## src/rtl/sccb_cmd_arbiter.sv

```systemverilog
// Round-robin arbiter that serialises whole SCCB write transactions from two requesters onto one engine.
// Define SCCB_RETRY_EN to re-issue NACKed frames up to MAX_RETRY times before reporting an error.
module sccb_cmd_arbiter #(
    parameter int TIMEOUT_CYC = 255,
    parameter int MAX_RETRY   = 3
) (
    input  logic        clock_i2c,
    input  logic        camera_rst,
    input  logic        req0,
    input  logic [31:0] data0,
    output logic        gnt0,
    output logic        done0,
    output logic        err0,
    input  logic        req1,
    input  logic [31:0] data1,
    output logic        gnt1,
    output logic        done1,
    output logic        err1,
    output logic [31:0] i2c_data,
    output logic        start,
    input  logic        tr_end,
    input  logic        ack,
    output logic        busy
);
    localparam int TO_W = $clog2(TIMEOUT_CYC + 1);
    localparam logic [TO_W-1:0] TO_LAST = TO_W'(TIMEOUT_CYC - 1);

    typedef enum logic [1:0] {
        S_IDLE,
        S_XFER,
        S_RECOVER,
        S_COMPLETE
    } state_t;

    state_t          r_state;
    logic            r_last;
    logic            r_nack;
    logic [TO_W-1:0] r_to_cnt;
    logic [1:0]      r_gnt;
    logic [1:0]      r_done;
    logic [1:0]      r_err;
    logic [31:0]     r_i2c_data;
    logic            r_start;
    logic            r_busy;

`ifdef SCCB_RETRY_EN
    localparam int RT_W = (MAX_RETRY > 0) ? $clog2(MAX_RETRY + 1) : 1;
    logic [RT_W-1:0] r_retry_cnt;
`endif

    // With both requests pending the side that did not win last time goes next.
    logic w_any;
    logic w_pick;
    assign w_any  = req0 | req1;
    assign w_pick = (req0 & req1) ? ~r_last : req1;

    always_ff @(posedge clock_i2c) begin
        if (camera_rst) begin
            r_state    <= S_IDLE;
            r_last     <= 1'b1;
            r_nack     <= 1'b0;
            r_to_cnt   <= '0;
            r_gnt      <= '0;
            r_done     <= '0;
            r_err      <= '0;
            r_i2c_data <= '0;
            r_start    <= 1'b0;
            r_busy     <= 1'b0;
`ifdef SCCB_RETRY_EN
            r_retry_cnt <= '0;
`endif
        end else begin
            // NOTE: non-blocking default-then-override keeps done/err as one-cycle pulses; a later <= in the case wins.
            r_done <= '0;
            r_err  <= '0;
            case (r_state)
                S_IDLE: begin
                    if (w_any) begin
                        r_i2c_data <= w_pick ? data1 : data0;
                        r_gnt      <= w_pick ? 2'b10 : 2'b01;
                        r_last     <= w_pick;
                        r_start    <= 1'b1;
                        r_busy     <= 1'b1;
                        r_nack     <= 1'b0;
                        r_to_cnt   <= '0;
`ifdef SCCB_RETRY_EN
                        r_retry_cnt <= '0;
`endif
                        r_state    <= S_XFER;
                    end
                end
                S_XFER: begin
                    if (r_to_cnt != '1) begin
                        r_to_cnt <= r_to_cnt + 1'b1;
                    end
                    if (tr_end) begin
                        r_start <= 1'b0;
                        r_nack  <= ack;
                        r_state <= S_RECOVER;
                    end else if (r_to_cnt == TO_LAST) begin
                        r_start        <= 1'b0;
                        r_done[r_last] <= 1'b1;
                        r_err[r_last]  <= 1'b1;
                        r_state        <= S_COMPLETE;
                    end
                end
                S_RECOVER: begin
                    // Wait for the engine to close its handshake before reusing it.
                    if (!tr_end) begin
`ifdef SCCB_RETRY_EN
                        if (r_nack && (r_retry_cnt < RT_W'(MAX_RETRY))) begin
                            r_retry_cnt <= r_retry_cnt + 1'b1;
                            r_to_cnt    <= '0;
                            r_start     <= 1'b1;
                            r_state     <= S_XFER;
                        end else
`endif
                        begin
                            r_done[r_last] <= 1'b1;
                            r_err[r_last]  <= r_nack;
                            r_state        <= S_COMPLETE;
                        end
                    end
                end
                S_COMPLETE: begin
                    r_gnt   <= '0;
                    r_busy  <= 1'b0;
                    r_state <= S_IDLE;
                end
                default: r_state <= S_IDLE;
            endcase
        end
    end

    assign gnt0     = r_gnt[0];
    assign gnt1     = r_gnt[1];
    assign done0    = r_done[0];
    assign done1    = r_done[1];
    assign err0     = r_err[0];
    assign err1     = r_err[1];
    assign i2c_data = r_i2c_data;
    assign start    = r_start;
    assign busy     = r_busy;

endmodule

```

## config.mk

```make
export PLATFORM = sky130hd
export DESIGN_NAME = sccb_cmd_arbiter
export DESIGN_NICKNAME = d
export VERILOG_FILES = /design/src/rtl/sccb_cmd_arbiter.sv
export SDC_FILE = /design/constraint.sdc
export NUM_CORES = 1
export LEC_CHECK = 0
export BUFFER_PORTS_ARGS = -buffer_cell sky130_fd_sc_hd__buf_4
export CAP_MARGIN = 15
export CORE_MARGIN = 1
export CORE_UTILIZATION = 30
export DETAILED_ROUTE_END_ITERATION = 8
export SLEW_MARGIN = 20
export SYNTH_ARGS = -nofsm -noshare
export SYNTH_HDL_FRONTEND = slang
export SYNTH_SLANG_ARGS = --single-unit
```

## constraint.sdc

```tcl
create_clock -name clock_i2c -period 4.2 [get_ports clock_i2c]
set_clock_uncertainty 0.15 [all_clocks]
set_input_delay 0.42 -clock clock_i2c [delete_from_list [all_inputs] [get_ports clock_i2c]]
set_output_delay 0.42 -clock clock_i2c [all_outputs]
set_load 0.05 [all_outputs]
```

==> Word-level counts from Yosys, hierarchy flattened <==
Cells that the tools add are included.
{ "word_totals": {"reg_bits": 52, "input_bits": 70, "out_inout_bits": 40, "word_cells": 66} }
{ "classes": {"addsub": 1, "n_lt_le_gt_ge": 2, "eq_ne": 10, "mux": 29, "bitwise_logic": 4, "n_reduce_logical": 10} }
{ "ops": {"columns": ["cell", "count"], "rows": [
  ["$mux 32", 1],
  ["$mux 2", 10],
  ["$mux 8", 2],
  ["$pmux 8 s2", 1],
  ["$pmux 2 s2", 3],
  ["$reduce_and 3->1", 4],
  ["$add 8x1->8 const B", 1],
  ["$eq 8x8->1 const B", 1],
  ["$ne 2x2->1 const B", 4],
  ["$ne 8x8->1 const B", 1],
  ["$pmux 2 s4", 1],
  ["$mux 1", 7],
  ["$pmux 1 s2", 3],
  ["$eq 2x2->1 const B", 2],
  ["$reduce_and 2->1", 2],
  ["$reduce_bool 2->1", 2],
  ["$ne 3x3->1 const B", 1],
  ["$and 2x2->2", 1],
  ["$eq 2x1->1 const B", 1],
  ["$logic_not 2->1", 1],
  ["$lt 1x2->1 const B", 1],
  ["$and 1x1->1", 1],
  ["$demux 1 s1", 1],
  ["$ge 1x1->1 const B", 1],
  ["3 further kinds", 3]
]} }

==> Logic depth before layout (Yosys ltp) <==
Gate-level depths: netlist of run 1.
{ "depth": {"word_depth": 7, "mapped_depth": 7, "ltp_nobuf": 6} }

==> Worst setup path before layout of run 1 <==
OpenSTA, ideal clock, no wires.
{ "synth_timing": {"path_type": "register to register", "from": "reg r_state[0]", "to": "reg r_state[0]", "setup_time_ns": 0.070, "arrival_time_ns": 1.657, "t_required_ns": 3.980, "slack_ns": 2.322, "path_stages_with_launch": 8, "period_less_slack_ns": 1.878, "path_cell_list": "dfxtp_1 inv_1 ha_1 or3b_1 clkbuf_2 nand2_1 or4_1 a21oi_1"} }
{ "synth_via": {"elab_chain_cells": 3} }
{ "synth_rtl": {"columns": ["item", "line", "source"], "rows": [
  ["from (decl)", "35", "state_t r_state;"],
  ["from (signal assigned)", "59", "r_state <= S_IDLE;"],
  ["from (signal assigned)", "89", "r_state <= S_XFER;"],
  ["from (signal assigned)", "99", "r_state <= S_RECOVER;"],
  ["$eq 2x1->1 (tied with other cells)", "76", "case (r_state)"],
  ["$ne 3x3->1 (no line) / $ne 2x2->1 (equally long branches)", null, null],
  ["$reduce_and 3->1 (no line)", null, null]
]} }
Several ways; a longest one is shown, not always the timed one.
A chain may end at the register's enable or synchronous reset.

==> Worst setup path after layout of run 1 <==
{ "layout_timing": {"from": "reg r_state[1]", "to": "reg r_to_cnt[3]"} }
{ "layout_via": {"elab_chain_cells": 3} }
{ "layout_rtl": {"columns": ["item", "line", "source"], "rows": [
  ["$eq 2x1->1 / $logic_not 2->1 (equally long branches)", "76", null],
  ["$ne 2x2->1 (no line) / $reduce_bool 2->1 (equally long branches)", null, null],
  ["$reduce_and 3->1 (no line)", null, null],
  ["to (signal assigned)", "94", "r_to_cnt <= r_to_cnt + 1'b1;"],
  ["to (decl)", "38", "logic [TO_W-1:0] r_to_cnt;"]
]} }
Several ways; a longest one is shown, not always the timed one.

==> metrics list, run 1 <==
* Post-detailed-placement half-perimeter wirelength: 4370 um
- After filler insertion, the fill cell instance count of the layout stands at 778.
* Post-route clock period utilization: 0.540
* Worst Reg-to-Reg Cells: 6
* Io pins: 110
- Vias: 2292
- A synthesized cell averages 9.14 sq um.
* CP Launch Type: flip-flop
* Number of standard cells in the layout, taps in and fillers out: 471
- Clock tree synthesis selected as its root buffer the cell clkbuf_8.
* Post-route antenna net violation count: 0
* Cell depth of the worst setup path: 6
- Sw Ratio: 0.475
* Max-slew headroom: 0.559
- The worst setup path is captured at a flip-flop.
- Cell-internal power: 1250 uW
* Sequential cell area: 1040 sq um
- Cell area after synthesis: 2480 sq um
- Share of total power in sequential cells: 0.308
* RSZ-0062 raised after global routing: no
* Status: finished, final reports clean
* Post-CTS sizing: 0
- For this run, the register share of the synthesized area comes to 0.419.
* Worst hold path type: primary input to flip-flop
- The final number of max-transition violations came to 0.
* Number of rows created at floorplan: 32
* Violation count after the first detailed-routing iteration: 104
- In this run the vertical extent of the chip is 93.0 um.
- The critical path is of the flip-flop to flip-flop type.
* Average vias per placed instance: 4.87
- Overall overflow remaining after global route: 0
* Setup TNS: 0 ns
- The placed instances occupy a cell area of 3350 sq um.
- Data on the critical path arrives at its endpoint at 2.33 ns.
- Async set or reset register ratio after synthesis: 0
- Part of the total power dissipated in the clock network: 0.146
- Final worst path period need: 2.27 ns
* Top cells by area in the synthesized netlist: dfxtp_1 42%, mux2i_1 13%, a211oi_1 10%
- For this run, design rule violations remaining after detail routing come to 0.
- Top cell type's share of synthesized area: 0.419
- For this run, the leading register cell type out of synthesis is dfxtp_1.
- Most frequent standard cell in the layout excluding fill and tap cells: buf_4
* Core Footprint: 7890 sq um
- Leakage power figure: 0.00149 uW
- Entering global routing, the biggest net connects 66 pins.
* Largest incremental delay on the critical path: 0.53 ns
* Highest attainable clock frequency: 441 MHz
- CTS tree: done
* Total Routed Length: 6060 um
* Net count after synthesis: 349
* Hold Path Cell Cnt: 3
* Horizontal extent of the die: 93.0 um
- Final hold violations: 0
* Area of all placed cells without fillers: 3470 sq um
* Cell with the largest stage delay on the worst path: or3b_1
- During placement, the flow inserted port buffers numbering 109.
- Dividing the detail-routed wire length by the instance count gives 12.9 um.
- The analysis attributes to net switching a power of 1130 uW.
- Largest buffer count on any clock path: 2
- Share of final-layout standard cells stronger than drive strength 1: 0.339
- Total instance count after detailed placement: 463
- Largest vdd supply drop: 0.248 mV
- The H-tree was split into 2 levels.
- Clock insertion delay at the later pin of the skew report: 0.31 ns
- Global-route wire length before repair: 10100 um
* Number of violations of the max-capacitance limit: 0
* Clock transition at the registers of the reported paths: 0.10 ns
- Number of warnings issued by yosys: 0
- Walking the worst path, the cells encountered are inv_1, ha_1, or3b_1, o21ai_0, a31oi_1, a311oi_1.
- Diode insertion count for antenna repair: 0
- Initial antenna violation count: 0
- The die covers 8650 sq um.
- Relative area change from synthesis to final layout: 39.6%
* Worst path setup slack after routing: 1.93 ns
* Netlist cell types: 42
- Cell count after synthesis: 272
- At the end of routability-driven placement, the weighted congestion stood at 0.781.
- Least-Margin Pin Slew: 0.662 ns
* Setup violators final: 0
- Buffer count from post-CTS setup fixing: 0
- The initial utilization of the core area, before any placement, comes to 0.315.
* Number of synthesized register bits: 52
- The final layout contains 445 nets.
- The share of total power dissipated in combinational logic is 0.546.
- Worst path required time: 4.26 ns
- Prior to clock tree synthesis, the placed netlist has a worst setup slack of 1.91 ns.
- CP Buf/Inv Count: 1
- Total clock buffers created by CTS: 5
- Maximum fanout along the worst path: 9
- On the critical path the largest part of the delay comes from compound AO/OA/AOI/OAI gates.
* Post-synthesis cell type with the largest combined area: dfxtp_1
- Counting flops with a built-in enable in the synthesized netlist gives 0.
- Detailed Routing Iterations Pass 1: 4
- In the final layout, the multi-input gates occupy 1350 sq um.
* Sinks on the clock net: 52
* Vias in the first global route: 2245
- Dividing total power by cell area gives a power density of 686 nW/um^2.
- Total Routing Usage GR: 0.145
* Most frequent cells in the layout: 110 x buf_4, 52 x dfxtp_1, 40 x nor2_1
- Hold repair after CTS inserted 0 buffers.
synthesized netlist by cell type, drive strengths merged, types with 2 or more instances:
cell,n
nand4,3
o32ai,2
or2,3
nor2b,3
nand2,9
nand3,5
and3,4
nor3,2
nor2,40
clkbuf,12
ha,7
o21ai,8
a211oi,33
o21a,2
a311oi,3
a32oi,2
buf,9
nand2b,6
or3,3
inv,5
dfxtp,52
mux2i,33
a21oi,10
a31oi,4
per-stage QoR:
stage          hold WS, ns  total power (uW)   util
2_1_floorplan        0.294              1680      -
3_3_place_gp         0.298              2030  0.425
3_5_place_dp         0.307              2050  0.425
4_1_cts              0.254              2400  0.439
5_1_grt              0.254              2540  0.440
6_report             0.259              2380  0.440
power groups by stage:
stage | clock (uW) | combinational, uW | sequential, uW
after floorplan | 0 | 505 | 1180
after global placement | 0 | 1290 | 739
after detailed placement | 0 | 1310 | 741
after CTS | 361 | 1310 | 732
after global routing | 385 | 1400 | 754
final | 348 | 1300 | 732
worst register-to-register path, delay by kind of cell (launching register included):
| family | cells | cell delay (ns) |
|---|---|---|
| fa+ha+maj | 1 | 0.32 |
| flops | 1 | 0.35 |
| simple gates | 1 | 0.53 |
| buf+inv | 1 | 0.13 |
| compound gates | 3 | 0.68 |
sequential cells by signal, indices dropped and copies added (netlist names):
signal	count
r_last	1
start	1
r_nack	1
busy	1
r_to_cnt	8
r_state	2
i2c_data	32
r_gnt	2
r_err	2
r_done	2
cell families (layout without fill, tap and decap cells):
logic type	count (synthesis)	count (layout)	synth area share
adder cells (fa/ha/maj)	7	7	0.0352
AO/OA/AOI/OAI	70	70	0.203
AND/OR/NAND/NOR	84	84	0.163
multiplexers	33	33	0.133
buffers and inverters	26	123	0.0473
flip-flops	52	52	0.419
metal layers:
layer,vias up,global-route usage,part of all wire,routed length [um]
met5,-,0,0,0
met4,0,0.0346,0.011,65
met3,8,0.0537,0.069,420
met2,72,0.259,0.50,3020
met1,1024,0.164,0.42,2550
li1,1188,-,-,-
final cells by class:
class,instances,area share
Sequential cell,52,0.300
Clock buffer,6,0.0209
Multi-Input combinational cell,194,0.388
Tap cell,102,0.0368
Inverter,5,0.00541
Timing Repair Buffer,110,0.238
Clock inverter,2,0.0112
final timing paths:
check	start	endpoint	slack, ns
worst min register to register	busy	busy	0.31
worst max register to register	r_state[1]	r_to_cnt[3]	1.93
worst min-delay path	tr_end	r_err[0]	0.26
worst max-delay path	r_state[1]	r_to_cnt[3]	1.93
Power figures use the tool's default switching activity.
==> inputs of run 2 (changes only) <==
- clock period: 4.2 -> 1.9 ns (I/O delays scaled with it)
==> metrics list, run 2 (synthesis results as in run 1) <==
- Status: finished, final reports clean
- Area after DPL: 3450 sq um (+3.0%)
- The number of rows created at floorplan was 32 (unchanged).
* Chip height: 93.0 um (unchanged)
- Setup violators final: 0 (unchanged)
- The number of iterations in the first detailed-routing pass was 4 (unchanged).
- Number of flip-flops in the largest register: 32 (unchanged)
- The average routed wire per standard cell was 12.7 um (-1.4%).
* Category of the most critical setup path: flip-flop to flip-flop
- The overall routed net length came to 6110 um (+0.94%).
- The relative max-transition margin is 0.802 (+0.243).
* Power after layout: 5400 uW (+130%)
* Share of final-layout standard cells stronger than drive strength 1: 0.379 (+0.0402)
- The count of buffers inserted at the top-level ports is 109 (unchanged).
- The achievable clock frequency came to 536 MHz (+22%).
- The TritonCTS buffer count was 5 (unchanged).
* Worst path required time: 1.99 ns (-2.27 ns)
* Initial antenna violation count: 0 (unchanged)
* Relative area change from synthesis to final layout: 44.6%
* Area of all placed cells without fillers: 3590 sq um (+3.5%)
- For this design, the slowest cell found on the critical path is or4_1.
* Areal power density over the cells: 1500 nW/um^2 (+120%)
- Post-route clock period utilization: 0.982 (+0.442)
- Pin count of the biggest net entering global routing: 66 (unchanged)
* Io pins: 110 (unchanged)
* Post-detailed-placement half-perimeter wirelength: 4610 um (+5.5%)
- Hold Path Cell Cnt: 3 (unchanged)
- The later-pin clock latency in the skew report is 0.30 ns (about the same).
- The hold buffer count at CTS is 0 (unchanged).
- The worst hold path belongs to the class primary input to flip-flop.
- CP Data Arrival Time: 1.95 ns (-0.38 ns)
- The detail-routed via count per cell is 4.92 (+1.1%).
- Count of pins over their slew limit: 0 (unchanged)
* Overall overflow remaining after global route: 0 (unchanged)
* Horizontal extent of the die: 93.0 um (unchanged)
- TritonCTS built the clock tree.
- Core Footprint: 7890 sq um (unchanged)
* CP Launch Type: flip-flop
- Most frequent cells in the layout: 119 x buf_4, 51 x dfxtp_1, 40 x nor2_1
* H-Tree Depth: 2 (unchanged)
- The number of buffers on the longest clock path is 2 (unchanged).
- Clock transition at the registers of the reported paths: 0.09 ns (about the same)
- The number of vias in the routed layout is 2372 (+3.5%).
- Routability cong.: 0.824 (+5.6%)
* Post-route antenna net violation count: 0 (unchanged)
* Effective utilization at floorplan: 0.315 (unchanged)
- The TritonCTS sink count is 52 (unchanged).
- Vias in the first global route: 2181 (-2.9%)
* Worst Reg-to-Reg Cells: 6 (unchanged)
- The peak supply drop is 0.601 mV (+140%).
- Area of combinational cells with multiple inputs: 1360 sq um (+1.3%)
* Largest incremental delay on the critical path: 0.49 ns (-0.04 ns)
* Sequential cell area: 1040 sq um (+0.12%)
* Root buffer cell: clkbuf_8
- Final hold violations: 0 (unchanged)
* Share of the core filled with cells in the final layout: 0.455 (+0.0155)
* Leakage power figure: 0.00155 uW (+4.2%)
- The number of violations of the max-capacitance limit came to 0 (unchanged).
- The library cell used most frequently in the layout, excluding fill and tap cells, is buf_4.
- The measured slew at the worst slew-check pin is 0.296 ns (-0.365 ns).
- The total global routing track utilization came to 0.142 (-0.00335).
- Final worst path period need: 1.86 ns (-0.403 ns)
- Setup repair after global routing could not meet its margin everywhere.
* DRC viols: 0 (unchanged)
* Worst-path cell chain: inv_1, ha_1, or3b_4, nand2_2, or4_1, a21oi_2
- Violation count after the first detailed-routing iteration: 68 (-35%)
* Global-route wire length before repair: 10000 um (-0.68%)
- The final net count was 456 (+2.5%).
- Diode insertion count for antenna repair: 0 (unchanged)
- Full die area: 8650 sq um (unchanged)
- The maximum net fanout on the critical path is 8 (-1).
- Endpoint kind of the worst setup timing path: flip-flop
* Fill count: 783 (+0.64%)
-- run 2: changes by cell type in the layout (fill, tap and decap cells not counted), sizes merged --
cell	change
inv	-1
clkinv	+1
buf	+11
-- run 2: power breakdown --
part	leakage [uW]	internal, uW	total, uW	switching [uW]
combinational	0.00106	1070	3030	1970
sequential	0.000429	1420	1620	200
clock	0.0000552	391	748	356
total	0.00155	2880	5400	2520
-- run 2: worst paths after layout --
| path | startpoint | end | slack, ns |
|---|---|---|---|
| worst min-delay path | tr_end | r_err[0] | 0.03 |
| worst max register to register | r_state[0] | r_state[0] | 0.04 |
| worst min register to register | busy | busy | 0.31 |
| worst max-delay path | r_state[0] | r_state[0] | 0.04 |
-- run 2: repair_timing --
item | CTS | global route
setup buffers | 0 | 1
setup endpoints to repair | 6 | 14
resized for setup | 2 | 8
pin swaps | 0 | 1
-- run 2: area by class of cell --
cell class,instances,share of cell area
flip-flops and latches,52,0.290
clock inverters,2,0.00975
inverters,5,0.00522
clock buffers,6,0.0202
multi-input cells,194,0.379
repair buffers,121,0.260
well taps,102,0.0355
-- run 2: critical path: cells and delay by family (launching register included) --
| family | cells | cell delay, ns |
|---|---|---|
| and+or+nand+nor | 3 | 0.87 |
| adders and majority gates | 1 | 0.21 |
| DFF | 1 | 0.36 |
| AOI/OAI and AO/OA | 1 | 0.14 |
| buffers and inverters | 1 | 0.08 |
-- run 2: stage by stage --
step	setup slack, ns	hold slack, ns	std cells	setup TNS (ns)
2_1_floorplan	0.0222	0.210	272	0
3_3_place_gp	0.0572	0.303	473	0
3_5_place_dp	-0.0375	0.302	473	-0.0375
4_1_cts	0.0112	0.0188	481	0
5_1_grt	-0.0184	0.0240	482	-0.0195
6_report	0.0351	0.0298	482	0
-- run 2: routing by layer --
layer	GRT usage	wire (um)
met5	0	0
met4	0.0359	42
met3	0.0431	374
met2	0.241	3030
met1	0.174	2670
